--- src/rtl/irq_pkg.sv ---
// Shared types and helpers for the external interrupt request controller.
package irq_pkg;

  // Default number of request sources; source 0 has the highest priority.
  localparam int NSRC_DEF = 3;

  // Width of a source index.
  localparam int IDX_W = (NSRC_DEF > 1) ? $clog2(NSRC_DEF) : 1;

  // Controller FSM states.
  //   IDLE  : nothing offered to CP0
  //   REQ   : one request offered, waiting for CP0 to take it
  //   SERVE : handler running, waiting for eret
  typedef enum logic [1:0] {
    IDLE  = 2'd0,
    REQ   = 2'd1,
    SERVE = 2'd2
  } irq_state_e;

  // Index of the lowest set bit of v (0 when v is all-zero; callers only use
  // the result when v is non-zero).
  function automatic logic [IDX_W-1:0] prio_enc(input logic [NSRC_DEF-1:0] v);
    logic [IDX_W-1:0] idx;
    idx = '0;
    for (int i = NSRC_DEF - 1; i >= 0; i--) begin
      if (v[i]) idx = IDX_W'(i);
    end
    return idx;
  endfunction

endpackage

--- src/rtl/irq_sync_edge.sv ---
// One request line: two-flop synchroniser, a third delay flop, and a
// one-cycle rising-edge strobe taken from the synchronised value.
module irq_sync_edge (
  input  logic clk,
  input  logic reset,
  input  logic async_in,
  output logic edge_out
);

  logic s1_q, s2_q, s3_q;
  logic s1_d, s2_d, s3_d;

  // Shift the raw line through the synchroniser and delay stage.
  always_comb begin
    s1_d = async_in;
    s2_d = s1_q;
    s3_d = s2_q;
  end

  // Synchroniser and delay flops; cleared by reset so a line held high
  // through reset release yields exactly one edge.
  always_ff @(posedge clk or posedge reset) begin
    if (reset) begin
      s1_q <= 1'b0;
      s2_q <= 1'b0;
      s3_q <= 1'b0;
    end else begin
      s1_q <= s1_d;
      s2_q <= s2_d;
      s3_q <= s3_d;
    end
  end

  // Rising edge of the synchronised line, one cycle wide.
  assign edge_out = s2_q & ~s3_q;

endmodule

--- src/rtl/irq_ctrl.sv ---
// External interrupt request controller. Latches synchronised rising edges
// as pending requests and offers at most one one-hot request to CP0 at a
// time, holding it until CP0 takes it and then staying quiet until eret.
//
// Handshake with CP0: exp_src is the request (registered, zero or one-hot).
// It stays stable while in REQ until either exp_ack is sampled high (request
// taken, pending bit cleared, handler in service) or exp_block is sampled
// high without exp_ack (request withdrawn, pending bit kept). exp_ack wins
// over exp_block. exp_ack outside REQ and eret outside SERVE are ignored.
module irq_ctrl
  import irq_pkg::*;
#(
  parameter int NSRC = NSRC_DEF
) (
  input  logic            clk,
  input  logic            reset,
  input  logic [NSRC-1:0] irq_in,
  input  logic            exp_ack,
  input  logic            exp_block,
  input  logic            eret,
  output logic [NSRC-1:0] exp_src,
  output logic [NSRC-1:0] pending,
  output logic            busy,
  output logic [NSRC-1:0] overrun
);

  localparam logic [NSRC-1:0] ONE = NSRC'(1);

  // Per-source edge strobes from the synchronisers.
  logic [NSRC-1:0] edge_s;

  irq_state_e       state_q, state_d;
  logic [IDX_W-1:0] sel_q, sel_d;
  logic [NSRC-1:0]  exp_src_q, exp_src_d;
  logic             busy_q, busy_d;
  logic [NSRC-1:0]  pending_q, pending_d;
  logic [NSRC-1:0]  overrun_q, overrun_d;
  logic [NSRC-1:0]  clr_mask;
  logic [IDX_W-1:0] pick;

  genvar g;
  generate
    for (g = 0; g < NSRC; g++) begin : g_sync
      irq_sync_edge u_sync (
        .clk      (clk),
        .reset    (reset),
        .async_in (irq_in[g]),
        .edge_out (edge_s[g])
      );
    end
  endgenerate

  // Pending and overrun bookkeeping. An acknowledge clears the selected
  // pending bit, but an edge on the same source in the same cycle keeps it
  // set (the new request is not lost) and is not counted as an overrun.
  always_comb begin
    clr_mask = '0;
    if (state_q == REQ && exp_ack) clr_mask = ONE << sel_q;
    pending_d = (pending_q & ~clr_mask) | edge_s;
    overrun_d = overrun_q | (edge_s & pending_q & ~clr_mask);
  end

  // Next state, selected source and registered outputs of the request FSM.
  always_comb begin
    state_d   = state_q;
    sel_d     = sel_q;
    exp_src_d = exp_src_q;
    busy_d    = busy_q;
    pick      = prio_enc(pending_q);
    case (state_q)
      IDLE: begin
        exp_src_d = '0;
        busy_d    = 1'b0;
        if (pending_q != '0 && !exp_block) begin
          sel_d     = pick;
          exp_src_d = ONE << pick;
          state_d   = REQ;
        end
      end
      REQ: begin
        // sel is frozen here: a higher-priority edge waits its turn.
        if (exp_ack) begin
          exp_src_d = '0;
          busy_d    = 1'b1;
          state_d   = SERVE;
        end else if (exp_block) begin
          exp_src_d = '0;
          state_d   = IDLE;
        end
      end
      SERVE: begin
        // No nesting: new edges only accumulate in pending.
        exp_src_d = '0;
        if (eret) begin
          busy_d  = 1'b0;
          state_d = IDLE;
        end
      end
      default: begin
        exp_src_d = '0;
        busy_d    = 1'b0;
        state_d   = IDLE;
      end
    endcase
  end

  // State, selection, bookkeeping and output registers; reset drops any
  // outstanding request immediately.
  always_ff @(posedge clk or posedge reset) begin
    if (reset) begin
      state_q   <= IDLE;
      sel_q     <= '0;
      exp_src_q <= '0;
      busy_q    <= 1'b0;
      pending_q <= '0;
      overrun_q <= '0;
    end else begin
      state_q   <= state_d;
      sel_q     <= sel_d;
      exp_src_q <= exp_src_d;
      busy_q    <= busy_d;
      pending_q <= pending_d;
      overrun_q <= overrun_d;
    end
  end

  assign exp_src = exp_src_q;
  assign busy    = busy_q;
  assign pending = pending_q;
  assign overrun = overrun_q;

endmodule

--- config.mk ---
export PLATFORM = sky130hd
export DESIGN_NAME = irq_ctrl
export DESIGN_NICKNAME = d
export VERILOG_FILES = /design/src/rtl/irq_pkg.sv /design/src/rtl/irq_sync_edge.sv /design/src/rtl/irq_ctrl.sv
export SDC_FILE = /design/constraint.sdc
export NUM_CORES = 1
export LEC_CHECK = 0
export BUFFER_PORTS_ARGS = -buffer_cell sky130_fd_sc_hd__buf_2
export CORE_MARGIN = 8
export CORE_UTILIZATION = 40
export CTS_CLUSTER_SIZE = 24
export DETAILED_ROUTE_END_ITERATION = 10
export PLACE_DENSITY = 0.7
export SYNTH_ARGS = -nofsm -noshare
export SYNTH_HDL_FRONTEND = slang
export SYNTH_HIERARCHICAL = 1
export SYNTH_SLANG_ARGS = --single-unit
export TNS_END_PERCENT = 10
--- constraint.sdc ---
create_clock -name clk -period 1.54 [get_ports clk]
set_input_delay 0.231 -clock clk [delete_from_list [all_inputs] [get_ports clk]]
set_output_delay 0.231 -clock clk [all_outputs]
set_load 0.03 [all_outputs]
==> impl_metrics.toml, run 1 <==
[outcome]
status = "finished clean"

[die]
die_height_um = 62.2
io_pins = 18
core_area_mm2 = 0.00198
die_w_um = 62.2
start_util_pct = 43.1
fp-row-count = 16
dieArea_mm2 = 0.00387

[synthesis]
yosysWarnings = 6
synth_fp_nets = 69
avgSynthCellArea_um2 = 14.0
synth_cell_types = 21
ys_seq_area_share_pct = 67.3
synthCells = 61
synth-seq-cells = 23
syn_area_um2 = 855

[timing]
hold_viol = 0
fin_crit_sh_pct = 91.3
maxSlewHeadroom_pct = 65.8
setup_viol = 0
max_freq_mhz = 711
rsz0062_at_grt = "no"
period_needed_ns = 1.41
worstMarginPinSlew_ns = 0.512
drv_slew = 0
setup_tns_ns = 0
skew_ns = 0.00105
fin_hold_ws_ns = 0.0291

[clock_network]
clock_latency_ns = 0.30
cts_tree = "done"
ctsLongestPathBuffers = 2
ctsHtreeMaxLevel = 1
numCtsBuffers = 3
root_buffer = "clkbuf_4"
clk_pin_slew_ns = 0.12
cts_resized = 0
postCtsSetupBuffers = 0
cts.sinks = 23

[drt]
routed_wl_um = 1400
drtPass1Iterations = 2
vias = 543
wl_per_cell_um = 12.6
drc = 0
via_per_inst = 4.89
ant_nets = 0
drt_iter0_drc = 5

[critical_path]
critPathMaxFanout = 5
crit_arrival_ns = 1.61
worstSetupStartpointType = "flop"
cp-startpoint = "state_q[1]"
setup.worst_path.end_class = "flop"
critical_path_class = "reg2reg"
required_ns = 1.74
worstReg2RegStart = "state_q[1]"

[finish]
fin_nets = 93
syn_to_final_growth_pct = 19.2
nFillCells = 178
diodes = 0
final_cell_mix = "dfrtp_1 (23), buf_2 (17), inv_1 (5), a21o_1 (4)"
seq_area_um2 = 576
multi_input_area_um2 = 260
layout_commonest_cell = "dfrtp_1"
drive_gt1_share_pct = 33.3

[worst_hold_path]
hold_path.class = "in2reg"
hp-start = "irq_in[2]"

[place]
gp_congestion = 0.732
port_buffers = 17
place_hpwl_um = 1090

[power_and_ir_drop]
power_density_mw_per_mm2 = 1360
vdd_drop_max_v = 0.000619
cellLeakagePower_nw = 0.478

[grt]
antenna_found_initial = 0
grt_pass1_wl_um = 2550
grt_max_degree = 15
grt_overflow = 0
grt_use_total_pct = 7.92
grt_pass1_vias = 594

[run]
drv_cap = 0
-- critical path, stage by stage (launching register included) --
cell and delay [ns]:
dfrtp_1 0.44, nand3b_1 0.23, or3b_1 0.40, a31o_1 0.23
-- routing by layer --
layer  GRT usage [%]  vias to the layer above  part of all wire [%]
met4            4.37                        0                  0.57
met1            9.76                      268                    47
li1                -                      259                     -
met2            11.6                       14                    46
met3            2.87                        2                   6.9
met5               0                        -                     0
-- final timing paths --
path                       slack, ns  cells past startpoint                    end
setup / recovery                0.13                      3             overrun[1]
hold / removal                  0.03                      1  g_sync[2].u_sync/s1_q
setup reg to reg                0.13                      3             overrun[1]
hold reg to reg                 0.36                      0  g_sync[2].u_sync/s2_q
max in group asynchronous       0.68                      3             overrun[2]
min in group asynchronous       0.35                      3  g_sync[0].u_sync/s1_q
-- Yosys cell counts (all sizes together) --
cell type,instances,area (um^2)
nand2b,1,6.26
nor2b,4,47.6
nor3,1,10.0
nand3b,2,15.0
dfrtp,23,576
nand2,2,7.51
or2b,1,8.76
nor2,3,11.3
a31o,3,26.3
a22o,1,8.76
a21oi,1,5.00
a32o,1,10.0
a21o,4,30.0
or3,2,12.5
nor4b,1,15.0
o32ai,1,8.76
inv,5,18.8
o21ai,2,10.0
or3b,2,17.5
a21bo,1,10.0
-- timing repair --
| action | CTS | global route |
|---|---|---|
| setup endpoints to repair | 0 | 0 |
| hold buffers | 1 | 0 |
| hold endpoints to repair | 23 | 0 |
-- kinds of logic (layout without fill, tap and decap cells) --
logic type | count (synthesis) | count (layout) | share of synthesized area (%)
buffers and inverters | 5 | 28 | 2.20
AND/OR/NAND/NOR | 19 | 19 | 17.7
AO/OA/AOI/OAI | 14 | 14 | 12.7
flip-flops | 23 | 23 | 67.3
-- registers in the layout, summed over array words and instances, names as in the netlist --
| signal | cells |
|---|---|
| sel_q | 2 |
| exp_src | 3 |
| overrun | 3 |
| g_sync.u_sync/s1_q | 3 |
| busy | 1 |
| state_q | 2 |
| g_sync.u_sync/s3_q | 3 |
| pending | 3 |
| g_sync.u_sync/s2_q | 3 |
-- per-stage QoR --
| stage | utilization [%] | setup slack (ns) | std cells | power [mW] | area [um^2] |
|---|---|---|---|---|---|
| after detailed placement | 49.5 | 0.149 | 106 | 1.13 | 981 |
| after global placement | 49.5 | 0.185 | 106 | 1.12 | 981 |
| after floorplan | - | 0.229 | 61 | 1.02 | 855 |
| after global routing | 51.4 | 0.0654 | 111 | 1.47 | 1020 |
| final | 51.4 | 0.134 | 111 | 1.38 | 1020 |
| after CTS | 51.4 | 0.127 | 111 | 1.41 | 1020 |
-- power breakdown --
group          switching (mW)  leakage [nW]  internal, mW
sequential              0.101         0.265         0.696
clock                   0.169        0.0177        0.0967
combinational           0.185         0.196         0.137
-- area by class of cell --
cell class              count  area share (%)
flip-flops and latches     23            56.5
multi-input cells          33            25.6
repair buffers             19            10.1
well taps                  27            3.32
clock buffers               3            2.21
inverters                   5            1.84
clock inverters             1           0.491
Power figures use the tool's default switching activity.
==> inputs of run 2 (changes only) <==
--- a/config.mk
+++ b/config.mk
@@ -13,6 +13,5 @@
 export PLACE_DENSITY = 0.7
 export SYNTH_ARGS = -nofsm -noshare
 export SYNTH_HDL_FRONTEND = slang
-export SYNTH_HIERARCHICAL = 1
 export SYNTH_SLANG_ARGS = --single-unit
 export TNS_END_PERCENT = 10
==> run 2 against run 1 <==
- core utilization down 0.63 points
- design area is 1.2% lower
- register-to-register slack better by 0.22 ns
- wire length shrank 3.1%
- clock power about the same
- via count down 0.74%
- synthesized area down 1.3%
- maximum frequency increased by 16%
- critical path depth decreased by 2
- largest cell class unchanged
- setup slack better by 0.20 ns
- final cell count increased by 0.90%
==> impl_metrics.toml, run 2 <==
[critical_path]
slowest_stage = "dfrtp_1"
timing.critical_path.buf_inv = 1
worstReg2RegStart = "state_q[1]"
crit_arrival_ns = 0.98
r2r_setup_slack_ns = 0.35
path_delay_family = "flip-flops"
r2r_cells = 3
required_ns = 1.31
cp_cell_sequence = "buf_2"
rr_endpoint = "overrun[0]"
setup.worst_path.end_class = "primary output"
critPathMaxFanout = 7
worstSetupStartpointType = "flop"
critical_path_class = "reg2out"
critPathMaxStageDelay_ns = 0.45

[power_and_ir_drop]
vdd_drop_max_v = 0.000658
switching_power_mw = 0.479
sw_frac_of_total_pct = 33.6
power_density_mw_per_mm2 = 1410
power_frac_comb_pct = 25.1
cellLeakagePower_nw = 0.451
p_clk_share_pct = 18.5
seq_power_share_pct = 56.4
intPower_mw = 0.944
finalPower_mw = 1.42

[timing]
setup_tns_ns = 0
timing.final.ws_setup_ns = 0.329
setup_viol = 0
hold_viol = 0
max_freq_mhz = 826
drv_slew = 0
period_needed_ns = 1.21
fin_crit_sh_pct = 78.6
worstMarginPinSlew_ns = 0.307
skew_ns = 0.00241
rsz0062_at_grt = "no"
maxSlewHeadroom_pct = 79.4

[clock_network]
cts.sinks = 23
clock_latency_ns = 0.30
ctsHtreeMaxLevel = 1
clk_pin_slew_ns = 0.11
postCtsSetupBuffers = 0
cts_resized = 0
numCtsBuffers = 3
cts_tree = "done"
root_buffer = "clkbuf_4"
ctsLongestPathBuffers = 2

[synthesis]
yosysWarnings = 0
ys_seq_area_share_pct = 68.2
synth.most_common_cell = "dfrtp_1"
syn_area_um2 = 843
ys.flop_type = "dfrtp_1"
synth_fp_nets = 70
postSynth.asyncResetShare_pct = 100
synth-seq-cells = 23
synth_cell_types = 23
yosys-top-cells-count = "dfrtp_1 (23), inv_1 (5), o21ai_0 (5)"
avgSynthCellArea_um2 = 13.6
yosysTopAreaCellShare_pct = 68.2
synth_edf_count = 0
yosys.area.top_type = "dfrtp_1"
yosys-top-cells-area = "dfrtp_1 (68%), nand2b_1 (3.0%), o21ai_0 (3.0%)"
synthCells = 62

[finish]
syn_to_final_growth_pct = 19.3
nFillCells = 178
final_cell_mix = "dfrtp_1 (23), buf_2 (17), inv_1 (5), o21ai_0 (5)"
final_cell_area_mm2 = 0.00101
drive_gt1_share_pct = 31.8
fin_cells = 112
seq_area_um2 = 576
diodes = 0
layout_commonest_cell = "dfrtp_1"
fin_nets = 94
multi_input_area_um2 = 249

[die]
core_area_mm2 = 0.00198
die_w_um = 61.9
fp-row-count = 16
io_pins = 18
dieArea_mm2 = 0.00383
start_util_pct = 42.6
die_height_um = 61.9

[drt]
drc = 0
drt_iter0_drc = 8
ant_nets = 0
vias = 539
via_per_inst = 4.81
routed_wl_um = 1350
drtPass1Iterations = 2
wl_per_cell_um = 12.1

[grt]
grt_pass1_wl_um = 2340
grt_overflow = 0
antenna_found_initial = 0
grt_use_total_pct = 8.26
grt_max_degree = 24
grt_pass1_vias = 547

[worst_hold_path]
whs_path_depth = 1
hp-start = "irq_in[0]"
hold_path.class = "in2reg"
holdPathEnd = "g_sync[0].u_sync.s1_q"

[run]
drv_cap = 0

[outcome]
status = "finished clean"

[place]
gp_congestion = 0.792
place_hpwl_um = 1020
place_ws_ns = 0.369
placed_area_um2 = 970
dp_cells = 107
port_buffers = 17
-- run 2: what timing repair did --
| item | in CTS | in global routing |
|---|---|---|
| hold endpoints to repair | 23 | 0 |
| setup endpoints to repair | 0 | 0 |
| hold buffers | 1 | 0 |
-- run 2: power by group through the flow --
stage,Combinational [mW],Sequential (mW),Clock [mW]
2_1_floorplan,0.183,0.878,0
4_1_cts,0.362,0.803,0.280
3_3_place_gp,0.355,0.811,0
5_1_grt,0.403,0.822,0.303
3_5_place_dp,0.359,0.816,0
6_report,0.357,0.802,0.263
-- run 2: final cells by class --
type | count | share of cell area, %
Sequential cell | 23 | 57.2
Tap cell | 27 | 3.36
Clock buffer | 4 | 2.61
Inverter | 5 | 1.87
Multi-Input combinational cell | 34 | 24.8
Timing Repair Buffer | 19 | 10.2
-- run 2: worst max path at each step --
stage / startpoint / endpoint / slack [ns] / cells past startpoint
final: pending[0] / pending[0] / 0.33 / 1
after global routing: state_q[1] / overrun[0] / 0.22 / 3
after CTS: pending[2] / pending[2] / 0.30 / 1
after detailed placement: state_q[1] / overrun[0] / 0.37 / 3
after global placement: state_q[1] / overrun[0] / 0.41 / 3
after floorplan: pending[1] / state_q[0] / 0.31 / 2
-- run 2: logic make-up (layout without fill, tap and decap cells) --
family | after synthesis | in the layout | share of synthesized area [%]
buffers and inverters | 5 | 28 | 2.23
AOI/OAI and AO/OA | 16 | 16 | 14.1
DFF | 23 | 23 | 68.2
and+or+nand+nor | 18 | 18 | 15.4
-- run 2: metrics by stage --
step | util (%) | hold WS, ns
final | 50.8 | 0.0283
after global routing | 50.8 | 0.000949
after CTS | 50.8 | 0.0118
after detailed placement | 48.9 | 0.281
after global placement | 48.9 | 0.275
after floorplan | - | 0.233
-- run 2: layer usage --
layer | track usage, % | wire (um)
met2 | 12.4 | 583
met1 | 9.34 | 577
met5 | 0 | 0
met4 | 5.19 | 9
met3 | 3.70 | 182
==> inputs of run 3 (changes only) <==
--- a/config.mk
+++ b/config.mk
@@ -10,7 +10,7 @@
 export CORE_UTILIZATION = 40
 export CTS_CLUSTER_SIZE = 24
 export DETAILED_ROUTE_END_ITERATION = 10
-export PLACE_DENSITY = 0.7
+export PLACE_DENSITY = 0.72
 export SYNTH_ARGS = -nofsm -noshare
 export SYNTH_HDL_FRONTEND = slang
 export SYNTH_SLANG_ARGS = --single-unit
==> constraint.sdc (replaced) <==
create_clock -name clk -period 1 [get_ports clk]
set_input_delay 0.15 -clock clk [delete_from_list [all_inputs] [get_ports clk]]
set_output_delay 0.15 -clock clk [all_outputs]
set_load 0.03 [all_outputs]
==> run 3 against run 2 <==
- the flow now finishes with violations (negative setup slack)
- global-route usage is 1.5 points higher
- register-to-register slack got worse by 0.48 ns
- core utilization grew 9.9 points
- design area rose by 20%
- critical path depth is 1 higher
- sequential share of layout area fell by 8.9 points
- sequential power up 52%
- first-iteration DRC count stayed put
- total power increased by 80%
- critical endpoint is now pending[1]
- highest routed layer unchanged
==> impl_metrics.toml, run 3 (synthesis gave the netlist of run 2 again) <==
[drt]
drtPass1Iterations = 3
via_per_inst = 4.75
wl_met2_um = 766
routed_wl_um = 1630
ant_nets = 0
drt_iter0_drc = 8
vias = 579
met1Wirelength_um = 690
routed.top_layer = "met4"
wl_met3_um = 151
drc = 0
wl_per_cell_um = 13.3

[die]
dieArea_mm2 = 0.00383
fp-row-count = 16
die_w_um = 61.9
start_util_pct = 42.6
core_area_mm2 = 0.00198
die_height_um = 61.9
io_pins = 18

[finish]
final_cell_mix = "dfrtp_1 (19), buf_6 (14), buf_2 (7), inv_1 (5)"
nFillCells = 159
syn_to_final_growth_pct = 42.6
drive_gt1_share_pct = 44.2
layout_commonest_cell = "dfrtp_1"
fin_nets = 104
diodes = 0

[critical_path]
critical_path_class = "reg2out"
setup.worst_path.end_class = "primary output"
r2r_cells = 3
path_delay_family = "flip-flops"
critPathMaxFanout = 2
worstReg2RegStart = "pending[2]"
required_ns = 0.85
rr_endpoint = "state_q[0]"
crit_arrival_ns = 0.98
worstSetupStartpointType = "flop"
cp.depth = 2
critPathMaxStageDelay_ns = 0.43
r2r_setup_slack_ns = -0.13
cp_cell_sequence = "buf_6, buf_6"
slowest_stage = "dfrtp_2"
timing.critical_path.buf_inv = 2
timing.critical_path.mode_cell = "buf_6"

[power_and_ir_drop]
vdd_drop_max_v = 0.00129
finalPower_mw = 2.57
power_density_mw_per_mm2 = 2130
cellLeakagePower_nw = 0.529

[grt]
grt_max_degree = 24
antenna_found_initial = 0
grt_use_total_pct = 9.80
grt_pass1_vias = 598
grt_overflow = 0
grt_pass1_wl_um = 2680

[timing]
timing.final.ws_setup_ns = -0.133
hold_viol = 0
drv_slew = 0
worstMarginPinSlew_ns = 0.316
fin_crit_sh_pct = 113
period_needed_ns = 1.13
rsz0062_at_grt = "yes"
max_freq_mhz = 883
skew_ns = 0.0108
maxSlewHeadroom_pct = 78.9
setup_tns_ns = -1.47
setup_viol = 21

[clock_network]
cts.sinks = 23
root_buffer = "clkbuf_4"
clock_latency_ns = 0.31
ctsLongestPathBuffers = 2
ctsHtreeMaxLevel = 1
cts_tree = "done"
clk_pin_slew_ns = 0.12
numCtsBuffers = 3

[outcome]
status = "complete, but fails checks"
violations = "negative setup slack"

[run]
drv_cap = 0

[worst_hold_path]
whs_path_depth = 3
hp-start = "eret"
holdPathEnd = "busy"
hold_path.class = "in2reg"

[place]
port_buffers = 17
gp_congestion = 0.803
place_hpwl_um = 1050
run 3: changes by cell type in the layout (fill, tap and decap cells not counted), sizes merged:
cell,previous run,this run
buf,18,25
dlygate4sd3,1,4
run 3: layer usage:
layer  GRT usage, %  vias to the layer above
met1           10.5                      272
li1               -                      284
met4           3.90                        0
met2           15.8                       19
met5              0                        -
met3           5.35                        4
run 3: through the flow:
stage                     util (%)  cells  setup slack, ns  hold slack (ns)  cell area [um^2]
after CTS                     59.5    122           -0.151            0.106              1180
after global routing          60.7    122           -0.196            0.139              1200
after detailed placement      50.9    112           -0.193            0.199              1010
after global placement        50.9    112           -0.142            0.191              1010
after floorplan                  -     62           -0.153            0.152               846
final                         60.7    122           -0.133            0.140              1200
run 3: area by class of cell:
class	instances	area [um^2]	share of cell area, %
clock buffer	4	26.3	2.19
inverter	5	18.8	1.56
multi-input combinational	34	280	23.3
sequential	23	581	48.3
tap	27	33.8	2.81
timing repair buffer	29	263	21.9
run 3: repair_timing:
action                                  in CTS  in global routing
buffers inserted                             2                  0
hold buffers                                 4                  0
hold endpoints to repair                    26                  0
pin swaps                                    5                  1
gates resized for setup                     27                  6
endpoints found under the setup margin      23                 23
run 3: how the worst max path moves through the flow:
stage | start | to
4_1_cts | pending[1] | pending[1]
3_5_place_dp | state_q[1] | overrun[0]
3_3_place_gp | state_q[1] | overrun[0]
5_1_grt | state_q[1] | sel_q[0]
2_1_floorplan | pending[0] | state_q[0]
6_report | pending[1] | pending[1]
run 3: worst reg2reg max path: stages (launching register included):
cell	delay (ns)
dfrtp_1	0.40
buf_4	0.13
or3_1	0.31
a21o_2	0.20
run 3: power by group:
| group | leakage [nW] | total, mW | switching [mW] | internal (mW) |
|---|---|---|---|---|
| Sequential | 0.261 | 1.22 | 0.141 | 1.08 |
| Combinational | 0.253 | 0.925 | 0.442 | 0.483 |
| Clock | 0.0150 | 0.417 | 0.261 | 0.156 |
